==> config.mk <==
export PLATFORM = sky130hd
export DESIGN_NAME = trng_sampler_flat
export DESIGN_NICKNAME = d
export VERILOG_FILES = /design/src/rtl/trng_sampler_if.sv /design/src/rtl/trng_sampler.sv /design/src/flat_wrapper.sv
export SDC_FILE = /design/constraint.sdc
export NUM_CORES = 1
export LEC_CHECK = 0
export ABC_AREA = 1
export BUFFER_PORTS_ARGS = -buffer_cell sky130_fd_sc_hd__buf_2
export CAP_MARGIN = 20
export CORE_ASPECT_RATIO = 2
export CORE_MARGIN = 3
export CORE_UTILIZATION = 45
export CTS_BUF_LIST = sky130_fd_sc_hd__clkbuf_4 sky130_fd_sc_hd__clkbuf_8 sky130_fd_sc_hd__clkbuf_16
export DETAILED_ROUTE_END_ITERATION = 8
export PLACE_DENSITY = 0.72
export SLEW_MARGIN = 40
export SYNTH_ARGS = -nofsm -noshare
export SYNTH_HDL_FRONTEND = slang
export SYNTH_SLANG_ARGS = --single-unit
==> constraint.sdc <==
create_clock -name clk -period 5 [get_ports clk]
set_input_delay 0.25 -clock clk [delete_from_list [all_inputs] [get_ports clk]]
set_output_delay 0.25 -clock clk [all_outputs]
set_load 0.005 [all_outputs]
==> src/rtl/trng_sampler_if.sv <==
// Output word port of the TRNG conditioner: data word plus valid/ready handshake.
interface trng_sampler_if #(
    parameter int WIDTH = 8
);
    logic [WIDTH-1:0] out_data;
    logic             out_valid;
    logic             out_ready;

    modport master (output out_data, output out_valid, input out_ready);
    modport slave  (input out_data, input out_valid, output out_ready);
endinterface

==> src/rtl/trng_sampler.sv <==
// Ring-oscillator entropy conditioner: synchronise, XOR-fold, optional von Neumann
// debias, LSB-first packing into words, repetition-count health test and drop counter.
module trng_sampler #(
    parameter int N_OSC     = 4,
    parameter int WIDTH     = 8,
    parameter int DIV       = 16,
    parameter int REP_LIMIT = 32
) (
    input  logic             clk,
    input  logic             rst_n,
    input  logic             en,
    input  logic             debias_en,
    input  logic [N_OSC-1:0] osc_in,
    trng_sampler_if.master   out_port,
    output logic             health_fail,
    input  logic             health_clr,
    output logic [7:0]       drop_cnt
);
    localparam int CW = (DIV > 1) ? $clog2(DIV) : 1;
    localparam int RW = $clog2(REP_LIMIT + 1);
    localparam int SW = (WIDTH > 1) ? $clog2(WIDTH) : 1;
    localparam logic [CW-1:0] CNT_MAX = CW'(DIV - 1);
    localparam logic [RW-1:0] REP_MAX = RW'(REP_LIMIT);
    localparam logic [SW-1:0] LAST    = SW'(WIDTH - 1);

    logic [N_OSC-1:0] sync1, sync2;
    logic [CW-1:0]    div_cnt;
    logic             strobe, raw;
    logic             last_raw;
    logic [RW-1:0]    rep, rep_next;
    logic             have_a, a_bit, debias_q;
    logic [WIDTH-1:0] shift, word;
    logic [SW-1:0]    sh_cnt;
    logic [WIDTH-1:0] data_q;
    logic             valid_q;
    logic             emit, emit_bit, accept, word_done, load;

    assign out_port.out_data  = data_q;
    assign out_port.out_valid = valid_q && !health_fail;

    // Strobe, raw bit, bit emission and word-completion decisions.
    always_comb begin
        strobe    = en && (div_cnt == CNT_MAX);
        raw       = ^sync2;
        accept    = valid_q && !health_fail && out_port.out_ready;
        emit      = 1'b0;
        emit_bit  = raw;
        if (!health_fail && (debias_en == debias_q) && strobe) begin
            if (!debias_en) begin
                emit = 1'b1;
            end else if (have_a && (a_bit != raw)) begin
                emit     = 1'b1;
                emit_bit = a_bit;
            end
        end
        word          = shift;
        word[sh_cnt]  = emit_bit;
        word_done     = emit && (sh_cnt == LAST);
        load          = word_done && (!valid_q || accept);
        if (raw == last_raw) begin
            rep_next = (rep == REP_MAX) ? rep : rep + 1'b1;
        end else begin
            rep_next = RW'(1);
        end
    end

    // Two-flop synchroniser on every oscillator input.
    always_ff @(posedge clk or negedge rst_n) begin
        if (!rst_n) begin
            sync1 <= '0;
            sync2 <= '0;
        end else begin
            sync1 <= osc_in;
            sync2 <= sync1;
        end
    end

    // Sample-rate divider, advancing only while enabled.
    always_ff @(posedge clk or negedge rst_n) begin
        if (!rst_n) begin
            div_cnt <= '0;
        end else if (en) begin
            div_cnt <= (div_cnt == CNT_MAX) ? '0 : div_cnt + 1'b1;
        end
    end

    // Repetition-count health test; a clear takes priority over a trip.
    always_ff @(posedge clk or negedge rst_n) begin
        if (!rst_n) begin
            rep         <= '0;
            health_fail <= 1'b0;
            last_raw    <= 1'b0;
        end else begin
            if (health_clr) begin
                rep         <= '0;
                health_fail <= 1'b0;
            end else if (strobe) begin
                rep <= rep_next;
                if (rep_next == REP_MAX) begin
                    health_fail <= 1'b1;
                end
            end
            if (strobe) begin
                last_raw <= raw;
            end
        end
    end

    // Von Neumann pair state, dropped on health failure or a debias mode change.
    always_ff @(posedge clk or negedge rst_n) begin
        if (!rst_n) begin
            debias_q <= 1'b0;
            have_a   <= 1'b0;
            a_bit    <= 1'b0;
        end else begin
            debias_q <= debias_en;
            if (health_fail || (debias_en != debias_q)) begin
                have_a <= 1'b0;
            end else if (strobe && debias_en) begin
                if (!have_a) begin
                    have_a <= 1'b1;
                    a_bit  <= raw;
                end else begin
                    have_a <= 1'b0;
                end
            end
        end
    end

    // LSB-first bit packing; the partial word is discarded while the health test fails.
    always_ff @(posedge clk or negedge rst_n) begin
        if (!rst_n) begin
            shift  <= '0;
            sh_cnt <= '0;
        end else if (health_fail) begin
            shift  <= '0;
            sh_cnt <= '0;
        end else if (emit) begin
            if (word_done) begin
                shift  <= '0;
                sh_cnt <= '0;
            end else begin
                shift  <= word;
                sh_cnt <= sh_cnt + 1'b1;
            end
        end
    end

    // Output register and valid flag; a load in the accepting cycle keeps valid high.
    always_ff @(posedge clk or negedge rst_n) begin
        if (!rst_n) begin
            data_q  <= '0;
            valid_q <= 1'b0;
        end else if (load) begin
            data_q  <= word;
            valid_q <= 1'b1;
        end else if (accept) begin
            valid_q <= 1'b0;
        end
    end

    // Saturating count of completed words lost to a full output register.
    always_ff @(posedge clk or negedge rst_n) begin
        if (!rst_n) begin
            drop_cnt <= '0;
        end else if (word_done && !load && (drop_cnt != '1)) begin
            drop_cnt <= drop_cnt + 8'd1;
        end
    end
endmodule

==> src/flat_wrapper.sv <==
// flat-port wrapper written by rule: the top's interface ports become plain ports
module trng_sampler_flat 
#(
    parameter int N_OSC     = 4,
    parameter int WIDTH     = 8,
    parameter int DIV       = 16,
    parameter int REP_LIMIT = 32
)
  (clk, rst_n, en, debias_en, osc_in, health_fail, health_clr, drop_cnt, out_port_out_data, out_port_out_valid, out_port_out_ready);
  trng_sampler_if #(.WIDTH(WIDTH)) out_port_i ();
  input  logic clk;
  input  logic rst_n;
  input  logic en;
  input  logic debias_en;
  input  logic [N_OSC-1:0] osc_in;
  output logic health_fail;
  input  logic health_clr;
  output logic [7:0] drop_cnt;
  output wire logic [$bits(out_port_i.out_data)-1:0] out_port_out_data;
  output wire logic [$bits(out_port_i.out_valid)-1:0] out_port_out_valid;
  input wire logic [$bits(out_port_i.out_ready)-1:0] out_port_out_ready;
  assign out_port_out_data = out_port_i.out_data;
  assign out_port_out_valid = out_port_i.out_valid;
  assign out_port_i.out_ready = out_port_out_ready;
  trng_sampler #(.N_OSC(N_OSC), .WIDTH(WIDTH), .DIV(DIV), .REP_LIMIT(REP_LIMIT)) u_core (.clk(clk), .rst_n(rst_n), .en(en), .debias_en(debias_en), .osc_in(osc_in), .out_port(out_port_i), .health_fail(health_fail), .health_clr(health_clr), .drop_cnt(drop_cnt));
endmodule
==> results of run 1 <==
==> layout by cell type, fill, tap and decap left out, drive strengths merged <==
cell type	synthesis	routed
nand2	125	125
dfrtp	51	51
inv	36	37
buf	3	28
o21ai	20	20
nand3	19	19
nor2	13	13
nor3	9	9
xor2	8	8
nand4	8	8
a21oi	7	7
ha	6	6
clkbuf	0	6
o31ai	3	3
o22ai	3	3
xnor2	2	2
or2	1	1
nand3b	1	1
bufinv	0	1
==> power groups by stage <==
stage / logic, uW / registers [uW] / clock network, uW
floorplan: 87.5 / 473 / 0
global placement: 114 / 478 / 0
detailed placement: 118 / 480 / 0
CTS: 119 / 472 / 310
global route: 137 / 478 / 324
finish: 117 / 471 / 301
==> kinds of logic after synthesis <==
group                      synth area share [%]
and+or+nand+nor                            30.3
DFF                                        49.6
adders and majority gates                  2.92
buffers and inverters                      6.08
AOI/OAI and AO/OA                          7.73
xor gates and xnor gates                   3.40
==> path summary, 6_finish.rpt <==
path,cells past startpoint,end,slack (ns)
setup / recovery,9,u_core.drop_cnt[1],3.06
hold / removal,2,u_core.sync1[3],0.04
setup reg to reg,9,u_core.drop_cnt[1],3.06
hold reg to reg,0,u_core.sync2[1],0.36
max in group asynchronous,2,u_core.rep[5],4.52
min in group clk,1,u_core.sync1[3],0.05
==> layer usage <==
layer,track usage [%],up-vias,routed length (um)
met5,0,-,0
met1,18.5,991,1950
met3,2.63,19,160
met4,9.83,0,206
li1,-,1064,-
met2,29.7,50,2880
==> flip-flops by register name, indices dropped and copies added (netlist names) <==
| name | count |
|---|---|
| u_core.drop_cnt | 8 |
| u_core.out_port.out_data | 8 |
| u_core.shift | 8 |
| u_core.rep | 6 |
| u_core.div_cnt | 4 |
| u_core.sync1 | 4 |
| u_core.sync2 | 4 |
| u_core.sh_cnt | 3 |
| u_core.a_bit | 1 |
| u_core.debias_q | 1 |
| u_core.have_a | 1 |
| u_core.health_fail | 1 |
| u_core.last_raw | 1 |
| u_core.valid_q | 1 |
==> cells in the mapped netlist, drive strengths merged <==
cell type / count
a21oi: 7
inv: 36
dfrtp: 51
nand3b: 1
buf: 3
nand4: 8
nor2: 13
o22ai: 3
o31ai: 3
xnor2: 2
nor3: 9
o21ai: 20
xor2: 8
ha: 6
nand2: 125
nand3: 19
or2: 1
==> cell type report <==
cell class	count	area share, %
well taps	60	2.60
inverters	36	4.67
flip-flops and latches	51	44.1
multi-input cells	225	39.5
clock buffers	6	2.86
repair buffers	28	4.93
clock inverters	2	1.34
==> worst max-delay path, cell delays in order, from the launching register on <==
cell and delay, ns:
sky130_fd_sc_hd__dfrtp_1 0.39, sky130_fd_sc_hd__ha_1 0.24, sky130_fd_sc_hd__nand3_2 0.12, sky130_fd_sc_hd__nor2_4 0.14, sky130_fd_sc_hd__nand4_2 0.12, sky130_fd_sc_hd__a21oi_4 0.21, sky130_fd_sc_hd__nand4_2 0.29, sky130_fd_sc_hd__inv_1 0.23
sky130_fd_sc_hd__nand2_1 0.07, sky130_fd_sc_hd__nand2_1 0.07
==> metrics by stage <==
stage	instance area, um2	hold WS [ns]
detailed placement	2770	0.335
global route	2890	0.0294
floorplan	2570	-0.0456
CTS	2890	0.0365
finish	2890	0.0441
global placement	2770	0.332
==> implementation parameters, run 1 <==
Parameter                              Value

Run status
  Result of the run    complete, no violations

Power
  Proportion of power drawn by flip-flops and latches    53.0%
  Combinational share of power    13.2%
  Internal power component    644 uW
  Post-route total power    890 uW
  Standby leakage power    0.00152 uW
  Maximum vdd drop    0.283 mV
  Proportion of total power due to net switching    27.6%
  Total net switching power    245 uW
  Pwr Density    308 nW/um2
  Relative contribution of the clock network to total power    33.8%

STA
  Slew @ Worst Pin    0.639 ns
  Total count of hold-check failures in the final report    0
  Setup TNS after final layout    0 ns
  Setup-violating endpoint count in the final report    0
  Unrepaired setup endpoints after global routing    false
  Worst slew margin relative to its limit    57.4%
  Final setup slack of the worst path    3.06 ns
  Shortest clock period the worst path allows after layout    1.94 ns
  Maximum achievable frequency    516 MHz
  Skew final    0.00512 ns
  Tcrit/Tclk final    38.8%
  Final Max Tran Viols    0

Worst setup path
  Data arrival time at the worst-slack endpoint    2.18 ns
  Sort of element at the end of the critical path    register
  CP Max Fanout    12
  Required time at the worst-slack endpoint    5.24 ns
  Worst r2r src    u_core.div_cnt[0]
  Setup Crit Path Kind    register to register
  Critical path launch point    u_core.div_cnt[0]
  Startpoint type of the worst setup path    register

Yosys
  Flip-flop and latch count after synthesis    51
  Fraction of the yosys area taken by sequential cells    49.6%
  Distinct cell type count after synthesis    27
  Number of warning messages in the yosys log    0
  Largest cells by area after synthesis    sky130_fd_sc_hd__dfrtp_1, sky130_fd_sc_hd__nand2_1, sky130_fd_sc_hd__inv_1
  Area of the mapped netlist    2570 um2
  Number of instances in the synthesized netlist    315
  Average cell area after synthesis    8.17 um2
  Largest area contributor in the netlist    sky130_fd_sc_hd__dfrtp_1
  Area share of the largest cell type after synthesis    49.6%
  Net count of the mapped netlist    331

Floorplan
  Core Region    5470 um2
  Floorplan die width    59.5 um
  Y dimension of the die    113 um
  Count of pins on the block boundary    28
  Count of standard-cell rows    38
  Initial Util    47.1%
  Floorplan die area    6720 um2

Routing
  Total wirelength of the detailed-routed design    5200 um
  Drt drc    0
  Final antenna-violating net count    0
  Number of vias in the routed layout    2124
  Routed length per placed instance    12.8 um
  Detailed-routing iteration count for the pre-antenna-repair pass    5
  Post-detailed-route via-to-cell ratio    5.21
  Initial detailed-routing violation count    103

Clock tree
  Number of buffers created by CTS    5
  Clock transition at the registers of the reported paths    0.09 ns
  Buffer type at the clock tree root    sky130_fd_sc_hd__clkbuf_8
  Number of buffers inserted for hold repair after clock tree synthesis    0
  Count of cells resized by post-cts repair    0
  CTS tree    done
  Total number of H-tree levels    2
  Worst-skew pair later-pin latency    0.30 ns
  Maximum clock path buffer count    2
  CTS Sinks    51
  Setup Fix Bufs, Post-CTS    0

Cells and area
  Area added between synthesis and finish    12.3%
  Area occupied by multi-input gates    1140 um2
  Proportion of layout cells with a drive suffix above 1    14.7%
  Number of non-filler instances in the completed layout    408
  Number of inserted diodes    0
  Number of nets at the end of the flow    363
  Total area of sequential cells    1280 um2
  Final core occ    52.9%
  Fill count    493

Global route
  Initial antenna violation count    0
  Overall global routing resource usage    17.0%
  Vias in the first global route    2114
  Overall overflow remaining after global route    0
  Maximum number of pins on one net before global-route repair    52
  Wire length of the first global-routing pass    8890 um

Flow run
  Count of maximum capacitance violations    0

Placed design
  DP Wirelength    3970 um
  Pre-CTS WS    3.07 ns
  RePlAce Congestion    0.879
  Number of input and output port buffers inserted    27
  Post-Place Cells    400

Hold path
  Worst min-delay path class    primary input to asynchronous set/reset pin
Power figures use the tool's default switching activity.
==> run 2: changes to the inputs <==
- clock period: 5 -> 2 ns (I/O delays scaled with it)
==> run 2 against run 1 <==
Sequential cell count stayed put. Wire length is 10% higher. Non-clock buffer count is 15 higher. First-iteration DRC count down 42%. Critical path depth increased by 1. Core utilization grew 3.7 points. Maximum frequency grew 3.8%. Clock skew increased by 0.0051 ns. Sequential power increased to 2.5 times the previous value. Highest routed layer unchanged. Largest cell class unchanged.
==> implementation parameters, run 2 (synthesis results as in run 1) <==
Parameter                              Value

Run status
  Result of the run    complete, no violations

Flow run
  Count of maximum capacitance violations    0 (unchanged)

Power
  Proportion of total power due to net switching    27.0% (-0.55 points)
  Proportion of power drawn by flip-flops and latches    50.1% (-2.9 points)
  Pwr Density    769 nW/um2 (+150%)
  Total net switching power    642 uW (+160%)
  Standby leakage power    0.00159 uW (+4.2%)
  Post-route total power    2380 uW (+170%)
  Relative contribution of the clock network to total power    35.4% (+1.6 points)
  Combinational share of power    14.6% (+1.4 points)
  Maximum vdd drop    0.700 mV (+150%)
  Internal power component    1730 uW (+170%)

Cells and area
  Fill count    476 (-3.4%)
  Most common cell after layout, fill and taps aside    sky130_fd_sc_hd__nand2_1
  Area added between synthesis and finish    20.1%
  Number of non-filler instances in the completed layout    424 (+3.9%)
  Proportion of layout cells with a drive suffix above 1    17.6% (+2.9 points)
  Number of inserted diodes    0 (unchanged)
  Leading cell types in the layout, fill and taps excluded    sky130_fd_sc_hd__nand2_1, sky130_fd_sc_hd__dfrtp_1, sky130_fd_sc_hd__inv_1
  Number of nets at the end of the flow    379 (+4.4%)

STA
  Maximum achievable frequency    535 MHz (+3.8%)
  Total count of hold-check failures in the final report    0 (unchanged)
  Shortest clock period the worst path allows after layout    1.87 ns (-0.0709 ns)
  Skew final    0.0102 ns (+0.00507 ns)
  Slew @ Worst Pin    0.591 ns (-0.0483 ns)
  Setup-violating endpoint count in the final report    0 (unchanged)
  Setup TNS after final layout    0 ns (unchanged)
  Final setup slack of the worst path    0.131 ns (-2.93 ns)
  Worst slew margin relative to its limit    60.6% (+3.2 points)
  Final Max Tran Viols    0 (unchanged)
  Hold Slack    0.00802 ns (-0.0360 ns)
  Tcrit/Tclk final    93.4% (+55 points)

Floorplan
  Core Region    5470 um2 (unchanged)
  Floorplan die area    6720 um2 (unchanged)
  Initial Util    47.1% (unchanged)
  Y dimension of the die    113 um (unchanged)
  Count of pins on the block boundary    28 (unchanged)
  Floorplan die width    59.5 um (unchanged)
  Count of standard-cell rows    38 (unchanged)

Worst setup path
  Startpoint type of the worst setup path    register
  Worst-path cell chain    ha_4 > nand3_2 > nor2_4 > nand4_2 > a21oi_4 > buf_4 > nand4_4 > inv_2 > nand2_1 > nand2_1
  CP Max Fanout    12 (unchanged)
  Required time at the worst-slack endpoint    2.24 ns (-3.00 ns)
  Sort of element at the end of the critical path    register
  Crit-path most repeated cell    sky130_fd_sc_hd__nand2_1
  Crit path largest cell delay    0.44 ns (+0.05 ns)
  Critical Path Slowest Stage Cell    sky130_fd_sc_hd__dfrtp_1
  Data arrival time at the worst-slack endpoint    2.11 ns (-0.07 ns)
  Setup Crit Path Kind    register to register

Clock tree
  Clock transition at the registers of the reported paths    0.10 ns (about the same)
  CTS tree    done
  Number of buffers created by CTS    5 (unchanged)
  CTS Sinks    51 (unchanged)
  Total number of H-tree levels    2 (unchanged)
  Buffer type at the clock tree root    sky130_fd_sc_hd__clkbuf_8
  Maximum clock path buffer count    2 (unchanged)
  Worst-skew pair later-pin latency    0.30 ns (about the same)

Routing
  Post-detailed-route via-to-cell ratio    5.13 (-1.4%)
  Highest metal layer with signal wires    met4
  DRT met1 WL    2150 um (+10%)
  Routed length per placed instance    13.5 um (+6.2%)
  Total length of routed met3 wires    154 um (-3.8%)
  Total wirelength of the detailed-routed design    5740 um (+10%)
  Final antenna-violating net count    0 (unchanged)
  Initial detailed-routing violation count    60 (-42%)
  Number of vias in the routed layout    2176 (+2.4%)
  Detailed-routed wire length on met2    3230 um (+12%)
  Detailed-routing iteration count for the pre-antenna-repair pass    6 (+1)
  Drt drc    0 (unchanged)

Global route
  Wire length of the first global-routing pass    9560 um (+7.6%)
  Maximum number of pins on one net before global-route repair    29 (-44%)
  Vias in the first global route    2189 (+3.5%)
  Initial antenna violation count    0 (unchanged)
  Overall overflow remaining after global route    0 (unchanged)
  Overall global routing resource usage    18.5% (+1.5 points)

Placed design
  RePlAce Congestion    0.896 (+1.9%)
  Number of input and output port buffers inserted    27 (unchanged)
  DP Wirelength    4070 um (+2.5%)
  Post-Place Cells    403 (+0.75%)
  Pre-CTS WS    0.0574 ns (-3.01 ns)

Hold path
  Worst min-delay path class    primary input to register
[run 2: changes by cell type in the layout (fill, tap and decap cells not counted), moves of 2 or more]
cell / change
sky130_fd_sc_hd__buf_4: +8
sky130_fd_sc_hd__dlygate4sd3_1: +6
sky130_fd_sc_hd__clkinvlp_4: +2
sky130_fd_sc_hd__inv_1: -2
[run 2: worst paths after layout]
kind,cells after the start,from,slack (ns),to
max,10,u_core.div_cnt[1],0.13,u_core.drop_cnt[4]
max reg2reg,10,u_core.div_cnt[1],0.13,u_core.drop_cnt[4]
min reg2reg,0,u_core.sync1[3],0.36,u_core.sync2[3]
min in group asynchronous,2,rst_n,0.32,u_core.sync2[1]
min,1,debias_en,0.008,u_core.debias_q
max in group asynchronous,3,rst_n,1.12,u_core.shift[4]
[run 2: power by group through the flow]
stage,logic (uW),clock network (uW),registers (uW)
2_1_floorplan,219,0,1180
3_3_place_gp,291,0,1190
3_5_place_dp,304,0,1200
4_1_cts,314,863,1180
5_1_grt,398,902,1200
6_report,346,841,1190
[run 2: area by class of cell]
type                    instances  area, um2  area share (%)
clock buffers                   5       68.8            2.23
clock inverters                 3       67.6            2.19
inverters                      36        141            4.57
multi-input cells             226       1180            38.2
flip-flops and latches         51       1280            41.3
well taps                      60       75.1            2.43
repair buffers                 43        283            9.15
[run 2: metal layers]
layer	global-route usage (%)	vias to the layer above
met5	0	-
met4	10.7	0
met3	2.63	17
met2	32.3	52
met1	20.2	1010
li1	-	1097
[run 2: critical path: cells and delay by family (launching register included)]
kind | cells | cell delay, ns
flip-flops | 1 | 0.44
adder cells (fa/ha/maj) | 1 | 0.18
AO/OA/AOI/OAI | 1 | 0.18
AND/OR/NAND/NOR | 6 | 0.71
buffers and inverters | 2 | 0.29
[run 2: metrics by stage]
step / util, % / area (um2)
finish: 56.5 / 3090
CTS: 54.9 / 3000
global placement: 51.3 / 2810
global route: 56.5 / 3090
detailed placement: 51.3 / 2810
floorplan: - / 2570
[run 2: timing repair]
action	CTS	global route
buffers inserted	0	6
hold buffers	6	0
endpoints found under the setup margin	0	25
resized for setup	0	7
hold endpoints to repair	28	0
==> run 3: changes to the inputs <==
- CORE_ASPECT_RATIO: 2 -> default
==> run 3 against run 2 <==
Via count fell by 4.6%. Core utilization increased by 0.44 points. Non-clock buffer count down 4. Cell area decreased by 2.3%. Register-to-register slack hardly changed. Worst hold slack better by 0.060 ns. Maximum frequency up 0.10%. Worst setup slack improved by 0.0019 ns. Sequential power hardly changed. Critical endpoint is now u_core.shift[0]. Highest routed layer unchanged.
==> implementation parameters, run 3 (synthesis results as in run 1) <==
Parameter                              Value

Run status
  Result of the run    complete, no violations

Clock tree
  Buffer type at the clock tree root    sky130_fd_sc_hd__clkbuf_8
  Clock transition at the registers of the reported paths    0.09 ns (about the same)
  Total number of H-tree levels    2 (unchanged)
  CTS tree    done
  Worst-skew pair later-pin latency    0.30 ns (about the same)
  Number of buffers created by CTS    5 (unchanged)
  Maximum clock path buffer count    2 (unchanged)
  CTS Sinks    51 (unchanged)

Worst setup path
  Crit path largest cell delay    0.43 ns (about the same)
  Startpoint type of the worst setup path    register
  Dominant delay contributor by cell family on the critical path    simple AND/OR/NAND/NOR gates
  Required time at the worst-slack endpoint    2.20 ns (-0.04 ns)
  Register-to-register path setup slack    0.13 ns (about the same)
  Buffer and inverter count on the worst path    1 (-1)
  Setup Crit Path Kind    register to register
  Critical Path Slowest Stage Cell    sky130_fd_sc_hd__dfrtp_1
  Sort of element at the end of the critical path    register
  Worst r2r src    u_core.div_cnt[0]
  Worst-path cell chain    ha_4 > nand3_2 > nor2_4 > nand4_2 > a21oi_4 > nand2_4 > nand2_4 > clkinvlp_4 > nand2_1 > nand2_1
  CP Max Fanout    8 (-4)
  Data arrival time at the worst-slack endpoint    2.07 ns (-0.04 ns)
  Number of cells on the worst reg-to-reg path    10 (unchanged)
  Reg2Reg Capture Point    u_core.shift[0]

Routing
  Total wirelength of the detailed-routed design    4880 um (-15%)
  Number of vias in the routed layout    2075 (-4.6%)
  Detailed-routing iteration count for the pre-antenna-repair pass    4 (-2)
  Drt drc    0 (unchanged)
  Initial detailed-routing violation count    73 (+22%)
  Routed length per placed instance    11.4 um (-16%)
  Post-detailed-route via-to-cell ratio    4.84 (-5.8%)
  Final antenna-violating net count    0 (unchanged)

Hold path
  Startpoint of the tightest hold check path    en
  Worst min-delay path class    primary input to register
  Hold path endpoint    u_core.div_cnt[0]
  Hold Path Stages    2 (+1)

Floorplan
  Y dimension of the die    81.6 um (-28%)
  Count of standard-cell rows    26 (-32%)
  Floorplan die width    81.6 um (+37%)
  Count of pins on the block boundary    28 (unchanged)
  Floorplan die area    6660 um2 (-0.82%)
  Core Region    5300 um2 (-3.0%)
  Initial Util    48.5% (+1.5 points)

Cells and area
  Final instance area    3020 um2 (-2.3%)
  Final core occ    57.0% (+0.44 points)
  Area added between synthesis and finish    17.4%
  Most common cell after layout, fill and taps aside    sky130_fd_sc_hd__nand2_1
  Proportion of layout cells with a drive suffix above 1    16.4% (-1.1 points)
  Number of non-filler instances in the completed layout    429 (+1.2%)
  Number of inserted diodes    0 (unchanged)
  Number of nets at the end of the flow    374 (-1.3%)
  Leading cell types in the layout, fill and taps excluded    sky130_fd_sc_hd__nand2_1, sky130_fd_sc_hd__dfrtp_1, sky130_fd_sc_hd__inv_1

STA
  Final Max Tran Viols    0 (unchanged)
  Setup-violating endpoint count in the final report    0 (unchanged)
  Tcrit/Tclk final    93.3% (-0.094 points)
  Worst slew margin relative to its limit    55.3% (-5.3 points)
  Shortest clock period the worst path allows after layout    1.87 ns (-0.00188 ns)
  Slew @ Worst Pin    0.671 ns (+0.0798 ns)
  Total count of hold-check failures in the final report    0 (unchanged)
  Maximum achievable frequency    536 MHz (+0.10%)
  Skew final    0.00866 ns (-0.00153 ns)

Power
  Internal power component    1510 uW (-13%)
  Combinational share of power    15.7% (+1.1 points)
  Post-route total power    2140 uW (-10%)
  Proportion of total power due to net switching    29.2% (+2.1 points)
  Relative contribution of the clock network to total power    28.8% (-6.6 points)
  Maximum vdd drop    0.337 mV (-52%)
  Standby leakage power    0.00155 uW (-2.2%)
  Total net switching power    623 uW (-3.0%)
  Proportion of power drawn by flip-flops and latches    55.5% (+5.4 points)
  Pwr Density    707 nW/um2 (-8.0%)

Global route
  Maximum number of pins on one net before global-route repair    30 (+3.4%)
  Overall global routing resource usage    16.2% (-2.3 points)
  Vias in the first global route    1914 (-13%)
  Overall overflow remaining after global route    0 (unchanged)
  Initial antenna violation count    0 (unchanged)
  Wire length of the first global-routing pass    8470 um (-11%)

Flow run
  Count of maximum capacitance violations    0 (unchanged)

Placed design
  DP Wirelength    3510 um (-14%)
  Number of input and output port buffers inserted    27 (unchanged)
  Post-Place Cells    412 (+2.2%)
  Placed cell area    2800 um2 (-0.27%)
  RePlAce Congestion    0.833 (-7.1%)
run 3: repair_timing:
action | CTS | global route
endpoints found under the setup margin | 0 | 25
buffers inserted | 0 | 2
resized for setup | 0 | 8
hold buffers | 7 | 0
hold endpoints to repair | 33 | 0
run 3: final cells by class:
type                       count  area, um2
multi-input combinational    225       1180
inverter                      36        139
clock inverter                 2       16.3
timing repair buffer          39        243
sequential                    51       1280
clock buffer                   6       82.6
tap                           70       87.6
fill                         464       2280
run 3: worst reg2reg max path: cells and delay by family (launching register included):
kind	cells	cell delay (ns)
adders and majority gates	1	0.17
buffers and inverters	1	0.19
AOI/OAI and AO/OA	1	0.25
and+or+nand+nor	7	0.73
DFF	1	0.43
run 3: per-stage QoR:
step	setup TNS, ns	worst slack, ns	hold WS (ns)
global placement	0	0.136	0.173
finish	0	0.133	0.0678
floorplan	0	0.351	-0.196
global route	-0.00691	-0.00691	0.0898
CTS	0	0.0160	0.0580
detailed placement	0	0.0394	0.178
run 3: power groups by stage:
stage                     Combinational, uW  Clock [uW]  Sequential, uW
after floorplan                         219           0            1180
after global routing                    387         679            1200
final                                   335         616            1190
after CTS                               310         637            1180
after global placement                  286           0            1190
after detailed placement                297           0            1200
run 3: how the worst max path moves through the flow:
stage,endpoint,cells after the start,slack [ns],startpoint
after floorplan,u_core.drop_cnt[2],9,0.35,u_core.div_cnt[0]
after global placement,u_core.drop_cnt[7],9,0.14,u_core.div_cnt[0]
after detailed placement,u_core.drop_cnt[0],9,0.04,u_core.div_cnt[0]
after CTS,u_core.drop_cnt[0],9,0.02,u_core.div_cnt[0]
after global routing,u_core.shift[1],10,-0.007,u_core.div_cnt[0]
final,u_core.shift[0],10,0.13,u_core.div_cnt[0]
run 3: metal layers:
layer | wire [um] | up-vias | GRT usage, %
met3 | 214 | 5 | 3.18
met2 | 2100 | 38 | 25.0
met5 | 0 | - | 0
met4 | 63 | 0 | 4.98
met1 | 2490 | 943 | 23.2
li1 | - | 1089 | -
